### config.mk
export PLATFORM = sky130hd
export DESIGN_NAME = write_back
export DESIGN_NICKNAME = d
export VERILOG_FILES = /design/src/rtl/write_back.sv
export SDC_FILE = /design/constraint.sdc
export NUM_CORES = 1
export LEC_CHECK = 0
export ABC_AREA = 1
export ABC_CLOCK_PERIOD_IN_PS = 12200
export CAP_MARGIN = 0
export CORE_ASPECT_RATIO = 0.6
export CORE_MARGIN = 3
export CORE_UTILIZATION = 45
export CTS_CLUSTER_DIAMETER = 120
export DETAILED_ROUTE_END_ITERATION = 7
export PLACE_DENSITY_LB_ADDON = 0.2
export SETUP_SLACK_MARGIN = 0.02
export SYNTH_ARGS = -nofsm -noshare
export SYNTH_HDL_FRONTEND = slang
export SYNTH_SLANG_ARGS = --single-unit
### constraint.sdc
create_clock -name clock -period 12.2 [get_ports clock]
set_clock_uncertainty 0.2 [all_clocks]
set_input_delay 2.44 -clock clock [delete_from_list [all_inputs] [get_ports clock]]
set_output_delay 2.44 -clock clock [all_outputs]
set_load 0.02 [all_outputs]
### src/rtl/write_back.sv
// Write-back stage: commits execute results to the register file, flags and memory.
// It holds execute while it writes an upper result or waits for a store to be accepted.
module write_back #(
  parameter int unsigned REG_COUNT = 32,
  parameter int unsigned ZERO_REG  = 0
) (
  input  logic                         clock,
  input  logic                         reset,
  input  logic                         in_valid,
  output logic                         in_hold,
  input  logic [31:0]                  in_pc,
  input  logic [$clog2(REG_COUNT)-1:0] in_target_register,
  input  logic [$clog2(REG_COUNT)-1:0] in_address_register,
  input  logic                         in_is_writing_memory,
  input  logic [3:0]                   in_flags,
  input  logic [31:0]                  in_target_value,
  input  logic                         in_has_upper_value,
  input  logic [31:0]                  in_upper_value,
  input  logic [31:0]                  in_adjustment_value,
  input  logic                         in_has_flushed,
  output logic [$clog2(REG_COUNT)-1:0] addr_read_index,
  input  logic [31:0]                  addr_read_value,
  output logic                         reg_write_enable,
  output logic [$clog2(REG_COUNT)-1:0] reg_write_index,
  output logic [31:0]                  reg_write_value,
  output logic                         flags_write_enable,
  output logic [3:0]                   flags_value,
  output logic                         mem_write,
  output logic [31:0]                  mem_address,
  output logic [31:0]                  mem_writedata,
  input  logic                         mem_waitrequest,
  output logic                         retired,
  output logic [31:0]                  retired_pc
);

  localparam int unsigned IdxW = $clog2(REG_COUNT);
  localparam logic [IdxW-1:0] ZeroIdx = IdxW'(ZERO_REG);
  localparam logic [IdxW-1:0] LastIdx = IdxW'(REG_COUNT - 1);

  typedef enum logic [1:0] {StAccept, StUpper, StMemWait} state_e;

  state_e            state_q, state_d;
  logic [31:0]       upper_value_q, upper_value_d;
  logic [IdxW-1:0]   upper_index_q, upper_index_d;
  logic [31:0]       pc_q, pc_d;

  logic              reg_write_enable_d;
  logic [IdxW-1:0]   reg_write_index_d;
  logic [31:0]       reg_write_value_d;
  logic              flags_write_enable_d;
  logic [3:0]        flags_value_d;
  logic              mem_write_d;
  logic [31:0]       mem_address_d;
  logic [31:0]       mem_writedata_d;
  logic              retired_d;
  logic [31:0]       retired_pc_d;

  logic              accept;
  logic [IdxW-1:0]   next_index;

  // Execute must keep presenting while a multi-cycle commit is in progress.
  assign in_hold         = in_valid && (state_q != StAccept);
  assign addr_read_index = in_address_register;
  assign accept          = in_valid && (state_q == StAccept) && !in_has_flushed;
  // Upper result goes to the next register, wrapping past the last one.
  assign next_index      = (in_target_register == LastIdx) ? '0 : in_target_register + 1'b1;

  // Next-state and next registered-output values.
  always_comb begin
    state_d              = state_q;
    upper_value_d        = upper_value_q;
    upper_index_d        = upper_index_q;
    pc_d                 = pc_q;
    reg_write_enable_d   = 1'b0;
    reg_write_index_d    = reg_write_index;
    reg_write_value_d    = reg_write_value;
    flags_write_enable_d = 1'b0;
    flags_value_d        = flags_value;
    mem_write_d          = mem_write;
    mem_address_d        = mem_address;
    mem_writedata_d      = mem_writedata;
    retired_d            = 1'b0;
    retired_pc_d         = retired_pc;

    case (state_q)
      StAccept: begin
        if (accept) begin
          flags_write_enable_d = 1'b1;
          flags_value_d        = in_flags;
          pc_d                 = in_pc;
          if (in_is_writing_memory) begin
            mem_write_d     = 1'b1;
            mem_address_d   = addr_read_value + in_adjustment_value;
            mem_writedata_d = in_target_value;
            state_d         = StMemWait;
          end else begin
            reg_write_enable_d = (in_target_register != ZeroIdx);
            reg_write_index_d  = in_target_register;
            reg_write_value_d  = in_target_value;
            if (in_has_upper_value) begin
              upper_value_d = in_upper_value;
              upper_index_d = next_index;
              state_d       = StUpper;
            end else begin
              retired_d    = 1'b1;
              retired_pc_d = in_pc;
            end
          end
        end
      end
      StUpper: begin
        reg_write_enable_d = (upper_index_q != ZeroIdx);
        reg_write_index_d  = upper_index_q;
        reg_write_value_d  = upper_value_q;
        retired_d          = 1'b1;
        retired_pc_d       = pc_q;
        state_d            = StAccept;
      end
      StMemWait: begin
        // Request stays stable until the memory stops asserting waitrequest.
        if (!mem_waitrequest) begin
          mem_write_d  = 1'b0;
          retired_d    = 1'b1;
          retired_pc_d = pc_q;
          state_d      = StAccept;
        end
      end
      default: state_d = StAccept;
    endcase
  end

  // State and registered outputs; reset abandons any store in flight.
  always_ff @(posedge clock or posedge reset) begin
    if (reset) begin
      state_q            <= StAccept;
      upper_value_q      <= '0;
      upper_index_q      <= '0;
      pc_q               <= '0;
      reg_write_enable   <= 1'b0;
      reg_write_index    <= '0;
      reg_write_value    <= '0;
      flags_write_enable <= 1'b0;
      flags_value        <= '0;
      mem_write          <= 1'b0;
      mem_address        <= '0;
      mem_writedata      <= '0;
      retired            <= 1'b0;
      retired_pc         <= '0;
    end else begin
      state_q            <= state_d;
      upper_value_q      <= upper_value_d;
      upper_index_q      <= upper_index_d;
      pc_q               <= pc_d;
      reg_write_enable   <= reg_write_enable_d;
      reg_write_index    <= reg_write_index_d;
      reg_write_value    <= reg_write_value_d;
      flags_write_enable <= flags_write_enable_d;
      flags_value        <= flags_value_d;
      mem_write          <= mem_write_d;
      mem_address        <= mem_address_d;
      mem_writedata      <= mem_writedata_d;
      retired            <= retired_d;
      retired_pc         <= retired_pc_d;
    end
  end

endmodule
After elaboration in Yosys (flattened, before gate mapping)
Index checks and enable logic that the tools add are counted.
Storage, ports and cells
  logic and storage cells: 75
  bits in writable memories: 0
  ROM bits: 0
  bits in registers: 212
  memories: 0
  bits in latches: 0
Cells by class
  add/subtract/negate cells: 2
  div/mod/pow operators: 0
  reduce and logical (&&, ||, !) cells: 18
  magnitude comparators: 0
  bitwise logic cells: 1
  muxes and demuxes: 31
  multiply operators: 0
  equality and inequality tests: 9
  shifts and indexed selects: 0
Operators with widths (number)
  two-way mux 32 bit: 6
  one-hot mux 32 bit (3 select lines): 1
  one-hot mux 32 bit (2 select lines): 1
  adder 32 bit: 1
  two-way mux 5 bit: 3
  two-way mux 1 bit: 11
  inequality test 2 bit (second input constant): 5
  one-hot mux 5 bit (2 select lines): 1
  nonzero test 5 bit: 2
  AND reduction 3 bit: 3
  two-way mux 2 bit: 4
  AND reduction 4 bit: 2
  nonzero test 2 bit: 3
  adder 5 x 1 -> 5 bit (second input constant): 1
  == test 5 bit (second input constant): 1
  AND reduction 5 bit: 1
  one-hot mux 1 bit (2 select lines): 2
  one-hot mux 2 bit (2 select lines): 1
  logical AND 1 bit: 3
  inequality test 3 bit (second input constant): 1
  one-hot mux 1 bit (3 select lines): 1
  nonzero test 3 bit: 1
  == test 2 x 1 -> 1 bit (second input constant): 1
  == test 2 bit (second input constant): 1
  4 further kinds: 4

Logic depth before layout (Yosys ltp)
Gate-level depths: netlist of run 1.
  depth in word-level cells: 5
  gate-level depth with buffers: 14

Worst setup path after synthesis of run 1
No wires, ideal clock.
  kind: input to output
  from: input port in_valid
  to: output port in_hold
  setup slack: 6.782 ns
  buffers on the path: 0
  stages: 2
  arrival time: 2.778 ns
  cells stage by stage: inv_1 > nor2_1
On the way
  word-level cells in the longest chain between the ends: 1
RTL lines
  start, declared: RTL line 9  | input logic in_valid,
  logical AND 1 bit: RTL line 62  | assign in_hold = in_valid && (state_q != StAccept);
  end, declared: RTL line 10  | output logic in_hold,
Every way passes these cells.

Worst setup path in the final report of run 1
Same ends and word-level chain as after synthesis.

==> results of run 1 <==
kinds of logic after synthesis:
| logic type | share of synthesized area, % |
|---|---|
| flops | 48.1 |
| fa+ha+maj | 4.49 |
| simple gates | 29.0 |
| xor+xnor | 1.19 |
| buf+inv | 8.40 |
| compound gates | 8.87 |
state kept, by name, indices dropped and copies added (netlist names):
register	count
mem_address	32
mem_writedata	32
pc_q	32
reg_write_value	32
retired_pc	32
upper_value_q	32
reg_write_index	5
upper_index_q	5
flags_value	4
state_q	2
flags_write_enable	1
mem_write	1
reg_write_enable	1
retired	1
critical path: stages:
cell and delay, ns:
clkdlybuf4s50_1 0.45, inv_1 0.06, nor2_1 0.08, clkdlybuf4s50_1 0.61
layer usage:
metal / wire length, um / vias to the layer above / global-route usage (%)
met5: 0 / - / 0
met2: 14200 / 413 / 37.3
met4: 516 / 0 / 4.16
met3: 2920 / 38 / 5.91
met1: 16600 / 4919 / 39.1
li1: - / 5214 / -
worst paths after layout:
| path | startpoint | end | cells past startpoint |
|---|---|---|---|
| worst max-delay path | in_valid | in_hold | 4 |
| worst min-delay path | mem_writedata[15]$_DFFE_PP0P_ | mem_writedata[15]$_DFFE_PP0P_ | 2 |
| worst max register to register | state_q[0]$_DFFE_PP0P_ | upper_index_q[3]$_DFFE_PP0P_ | 9 |
| worst min register to register | mem_writedata[15]$_DFFE_PP0P_ | mem_writedata[15]$_DFFE_PP0P_ | 2 |
| max in group asynchronous | reset | reg_write_index[1]$_DFFE_PP0P_ | 3 |
| min in group asynchronous | reset | retired_pc[13]$_DFFE_PP0P_ | 2 |
power by group through the flow:
| stage | registers [mW] | logic, mW | clock network, mW |
|---|---|---|---|
| 3_5_place_dp | 1.25 | 1.75 | 0 |
| 5_1_grt | 1.29 | 1.92 | 0.683 |
| 3_3_place_gp | 1.24 | 1.72 | 0 |
| 4_1_cts | 1.25 | 1.76 | 0.655 |
| 2_1_floorplan | 1.50 | 0.735 | 0 |
| 6_report | 1.25 | 1.75 | 0.639 |
cell type report:
| cell class | instances | share of cell area, % |
|---|---|---|
| flip-flops and latches | 212 | 35.2 |
| multi-input cells | 1051 | 32.0 |
| repair buffers | 324 | 21.4 |
| inverters | 170 | 4.29 |
| clock buffers | 28 | 3.86 |
| well taps | 315 | 2.62 |
| clock inverters | 10 | 0.590 |
placed cells by master, fill, tap and decap left out, types with 2 or more instances in the layout:
| master | instances |
|---|---|
| nand2_1 | 599 |
| clkdlybuf4s50_1 | 317 |
| dfrtp_1 | 212 |
| inv_1 | 165 |
| nor2_1 | 149 |
| a21oi_1 | 88 |
| nand3_1 | 48 |
| o21ai_0 | 45 |
| a31oi_1 | 37 |
| ha_1 | 37 |
| clkbuf_16 | 21 |
| xnor2_1 | 14 |
| buf_4 | 7 |
| clkinv_2 | 5 |
| nand3b_1 | 4 |
| inv_2 | 4 |
| clkbuf_1 | 4 |
| nor3_1 | 3 |
| o21bai_1 | 3 |
| nand4_1 | 3 |
| clkbuf_8 | 3 |
| o21ai_1 | 2 |
| nor3_4 | 2 |
| nor2_4 | 2 |
| o22ai_1 | 2 |
| inv_6 | 2 |
through the flow:
stage / power (mW) / cell area [um2]
floorplan: 2.24 / 11000
global placement: 2.96 / 14400
detailed placement: 3.01 / 14400
CTS: 3.66 / 15100
global route: 3.90 / 15100
finish: 3.64 / 15100
==> results by group, run 1 <==
Status
  • Status: complete, no violations

Routing
  • Vias after detailed routing: 10600
  • Drt via density: between 5 and 6
  • Initial DRT Pass Iterations: 5
  • Routed wire length: between 30 and 40 mm
  • DRC: 0
  • Antenna Nets Post-Route: 0
  • DR WL/cell: approximately 16 um
  • Starting DRT DRC Count: between 800 and 900

Worst setup path
  • Crit. End Element: primary output
  • Worst-path maximum fanout: 2
  • Critical path type: in -> out
  • Crit path arrival time: 3.64 ns
  • FF-to-FF setup slack: between 8 and 9 ns
  • Critical Path RT: approximately 9.6 ns
  • Critical Path Source Type: primary input

Logic synthesis
  • Gate Count Post-Synth: approximately 1500
  • Synth top area cells: dfrtp_1 48%, nand2_1 20%, inv_1 5.6%
  • Register bit total from synthesis: approximately 210
  • Post-synthesis sequential area ratio: 48.1%
  • Most numerous cell in the Yosys netlist: nand2_1
  • Unique cell type count in the Yosys netlist: 36
  • Primary FF master, synth: dfrtp_1
  • Synthesized net count: 1713
  • FFs w/ async S/R, synth: 100%
  • Synth warnings: 0
  • Most area-hungry cell type in the Yosys netlist: dfrtp_1
  • Synth top area share: between 40% and 50%
  • Post-synth EDFFs: 0
  • Post-Syn Area per Cell: 7.39 um2
  • Commonest cells in the netlist: 599 x nand2_1, 212 x dfrtp_1, 166 x inv_1, 149 x nor2_1, 88 x a21oi_1
  • Syn Std Cell Area: 11000 um2

Pwr
  • Switching share of total power: 41.1%
  • PD cells: 242 nW/um2
  • Register share of total power: 34.3%
  • Comb pwr share: 48.2%
  • Pleak: roughly 7.6 nW
  • VDD IR max: between 150 and 200 uV
  • Sw power: 1.50 mW
  • Clock network fraction of design power: approximately 18%
  • Internal power: about 2.1 mW

Global routing
  • Largest net degree at the start of global routing: 137
  • GR Overflow Total: 0
  • Gr usage total: 25.4%
  • First-pass GRT wire length: 54.6 mm
  • Vias in the first global route: 10100
  • Initial antenna violation count: 0

Floorplanning
  • DIE AREA: 26500 um2
  • Die X: 208 um
  • Core box area: 23600 um2
  • # rows: 43
  • Initial Utilization: 46.8%
  • # IOs: 328
  • Die H: 127 um

Worst hold path
  • Min-delay worst type: reg -> reg

Final layout
  • Layout cells sized above 1: 2.95%
  • Area grow syn2layout: 36.5%
  • Final Non-Filler Cells: 2110
  • Final #Nets: 2000
  • Core Util, Final: 63.9%
  • Number of antenna diodes: 0
  • Multi-input gate area: slightly below 5000 um2
  • Register area: 5310 um2
  • Fillers: 2088

Clock network
  • Cts hold-fix bufs: 0
  • Clock Tree Root: clkbuf_16
  • Clk_lat worst skew: 0.49 ns
  • CTS tree: done
  • CTS Sinks: 212
  • Maximum root-to-sink buffer count: 3
  • Post-CTS setup buffer count: 0
  • Reg clk slew, reported paths: 0.06 ns
  • Total CTS buffers: 21
  • CTS H-tree depth: 1
  • Post-CTS sizing: 0

Place
  • Placed cell count: slightly above 2000
  • Setup WS pre-CTS: approximately 5.9 ns
  • I/O Buffers: approximately 320
  • Post-detail-place hpwl: 25.0 mm
  • GP Congestion: roughly 0.9

Timing
  • Final setup viols: 0
  • RSZ-0062 raised after global routing: no
  • Worst Setup Slack, final: roughly 5.9 ns
  • Fin Hold WS: between 0.2 and 0.3 ns
  • Final cycle utilization of the critical path: 51.5%
  • Worst-margin pin slew: 1.11 ns
  • Slew margin rel.: around 26%
  • Pins over their slew limit: 0
  • Final hold vios: 0
  • Period minus WS final: 6.28 ns
  • F_max: roughly 160 MHz
  • Final setup TNS: 0 ns

Job
  • Max Cap Viol: 0
No activity file was read; power rests on OpenSTA's default activity.
==> run 2, diff against run 1 <==
- ABC_CLOCK_PERIOD_IN_PS: 12200 -> 5140
- CORE_UTILIZATION: 45 -> 43
- clock period: 12.2 -> 5.14 ns (I/O delays scaled with it)
==> run 2 against run 1 <==
Core utilization is 2.5 points lower. Largest cell class unchanged. Sequential cell count unchanged. Critical path type unchanged. Via count down 0.34%.
==> results by group, run 2 (synthesis gave the netlist of run 1 again) <==
Status
  • Status: complete, no violations

Worst setup path
  • Worst R2R Path Depth: 9
  • CP delay by family, top: buffers and inverters
  • Max stage delay on crit path: 0.60 ns
  • FF-to-FF setup slack: between 2 and 2.5 ns
  • Worst path most repeated cell: clkdlybuf4s50_1
  • Critical Path Source Type: primary input
  • R2r startpoint: state_q[0]$_DFFE_PP0P_
  • Critical path cell sequence: clkdlybuf4s50_1 -> inv_1 -> nor2_1 -> clkdlybuf4s50_1
  • Worst r2r dst: reg_write_value[23]$_DFFE_PP0P_
  • Crit path arrival time: 2.23 ns
  • Critical path type: in -> out
  • Crit. End Element: primary output
  • Worst-path maximum fanout: 2
  • Critical Path RT: 3.91 ns
  • Number of buffer and inverter stages on the critical path: 3
  • Slowest CP cell: clkdlybuf4s50_1

Clock network
  • Maximum root-to-sink buffer count: 3
  • CTS tree: done
  • Reg clk slew, reported paths: 0.06 ns
  • Clock Tree Root: clkbuf_16
  • Post-CTS setup buffer count: 0
  • Clk_lat worst skew: ~0.5 ns
  • CTS Sinks: 212
  • Cts hold-fix bufs: 0
  • Total CTS buffers: 22
  • Post-CTS sizing: 0
  • CTS H-tree depth: 1

Floorplanning
  • # IOs: 328
  • DIE AREA: 27700 um2
  • Die H: ~130 um
  • # rows: 44
  • Initial Utilization: approximately 45%
  • Die X: about 210 um
  • Core box area: about 25000 um2

Timing
  • Worst Setup Slack, final: 1.68 ns
  • Final setup TNS: 0 ns
  • Pins over their slew limit: 0
  • Worst-margin pin slew: between 1 and 1.5 ns
  • F_max: slightly below 300 MHz
  • Final cycle utilization of the critical path: 67.4%
  • Final setup viols: 0
  • Slew margin rel.: ~26%
  • RSZ-0062 raised after global routing: no
  • Period minus WS final: around 3.5 ns
  • Final hold vios: 0

Pwr
  • PD cells: 578 nW/um2
  • VDD IR max: between 300 and 400 uV
  • Tot Pwr: 8.79 mW
  • Pleak: 7.64 nW

Global routing
  • Largest net degree at the start of global routing: 72
  • Vias in the first global route: 9990
  • First-pass GRT wire length: 54.5 mm
  • Gr usage total: 24.8%
  • GR Overflow Total: 0
  • Initial antenna violation count: 1
  • Grt met1 use: 39.0%
  • Global routing's busiest layer: met1
  • GRT met2 Usage: 34.9%
  • Met3 Use GR: 5.74%

Place
  • Placed cell area: 14500 um2
  • Post-detail-place hpwl: 25.4 mm
  • I/O Buffers: roughly 320
  • GP Congestion: 0.905
  • Setup WS pre-CTS: 1.63 ns

Routing
  • Antenna Nets Post-Route: 0
  • DR WL/cell: between 15 and 20 um
  • DRC: 0
  • Starting DRT DRC Count: 994
  • Routed wire length: 34.5 mm
  • Drt via density: 4.97
  • Vias after detailed routing: 10500
  • Initial DRT Pass Iterations: 5

Final layout
  • Area grow syn2layout: 37.7%
  • Layout cells sized above 1: roughly 3.2%
  • Final Instance Area: approximately 15000 um2
  • Core Util, Final: 61.5%
  • Fillers: 2258
  • Most frequent cells in the layout: 599 x nand2_1, 317 x clkdlybuf4s50_1, 212 x dfrtp_1, 165 x inv_1, 149 x nor2_1
  • Most common cell after layout, fill and taps aside: nand2_1
  • Final #Nets: 2005

Job
  • Max Cap Viol: 0

Worst hold path
  • Hold endpoint: upper_value_q[18]$_DFFE_PP0P_
  • Min-Delay Startpoint: upper_value_q[18]$_DFFE_PP0P_
  • Hold Path Stages: 2
  • Min-delay worst type: reg -> reg
[run 2: cell count changes in the layout (fill, tap and decap cells not counted), moves of 2 or more]
cell	change
buf_12	+2
buf_4	+2
clkbuf_1	+2
clkbuf_16	+2
clkinv_2	-2
clkinvlp_4	+2
inv_6	-2
[run 2: per-stage QoR]
| stage | hold slack, ns | cells |
|---|---|---|
| after CTS | 0.275 | 2123 |
| after floorplan | 0.242 | 1493 |
| after global routing | 0.286 | 2123 |
| after global placement | 0.253 | 2083 |
| final | 0.271 | 2124 |
| after detailed placement | 0.258 | 2083 |
[run 2: metal layers]
metal	part of all wire, %	vias up
met2	41	375
li1	-	5224
met5	0.038	-
met3	8.2	41
met1	49	4906
met4	1.8	2
[run 2: power breakdown]
part           internal [mW]  total, mW  switching, mW
combinational           1.74       4.15           2.41
clock                  0.968       1.66          0.690
sequential              2.50       2.98          0.479
total                   5.21       8.79           3.58
[run 2: how the worst max path moves through the flow]
| stage | start | depth (start not counted) | end |
|---|---|---|---|
| after CTS | in_valid | 4 | in_hold |
| final | in_valid | 4 | in_hold |
| after global placement | in_valid | 4 | in_hold |
| after global routing | in_valid | 4 | in_hold |
| after detailed placement | in_adjustment_value[0] | 14 | mem_address[20]$_DFFE_PP0P_ |
| after floorplan | reset | 1 | flags_value[0]$_DFFE_PP0P_ |
[run 2: layout make-up]
type	count	area [um2]	share of cell area, %
tap	322	403	2.65
timing repair buffer	328	3280	21.6
multi-input combinational	1051	4820	31.7
inverter	170	642	4.23
clock inverter	8	98.8	0.651
antenna	1	2.50	0.0165
sequential	212	5310	34.9
clock buffer	32	639	4.21
[run 2: worst register-to-register path, cell delays in order (launching register included)]
cell	delay (ns)
dfrtp_1	0.40
inv_1	0.11
ha_2	0.27
inv_2	0.09
nor3_4	0.35
nand2_1	0.26
o21ai_4	0.30
buf_4	0.55
nor2_1	0.10
a31oi_1	0.18
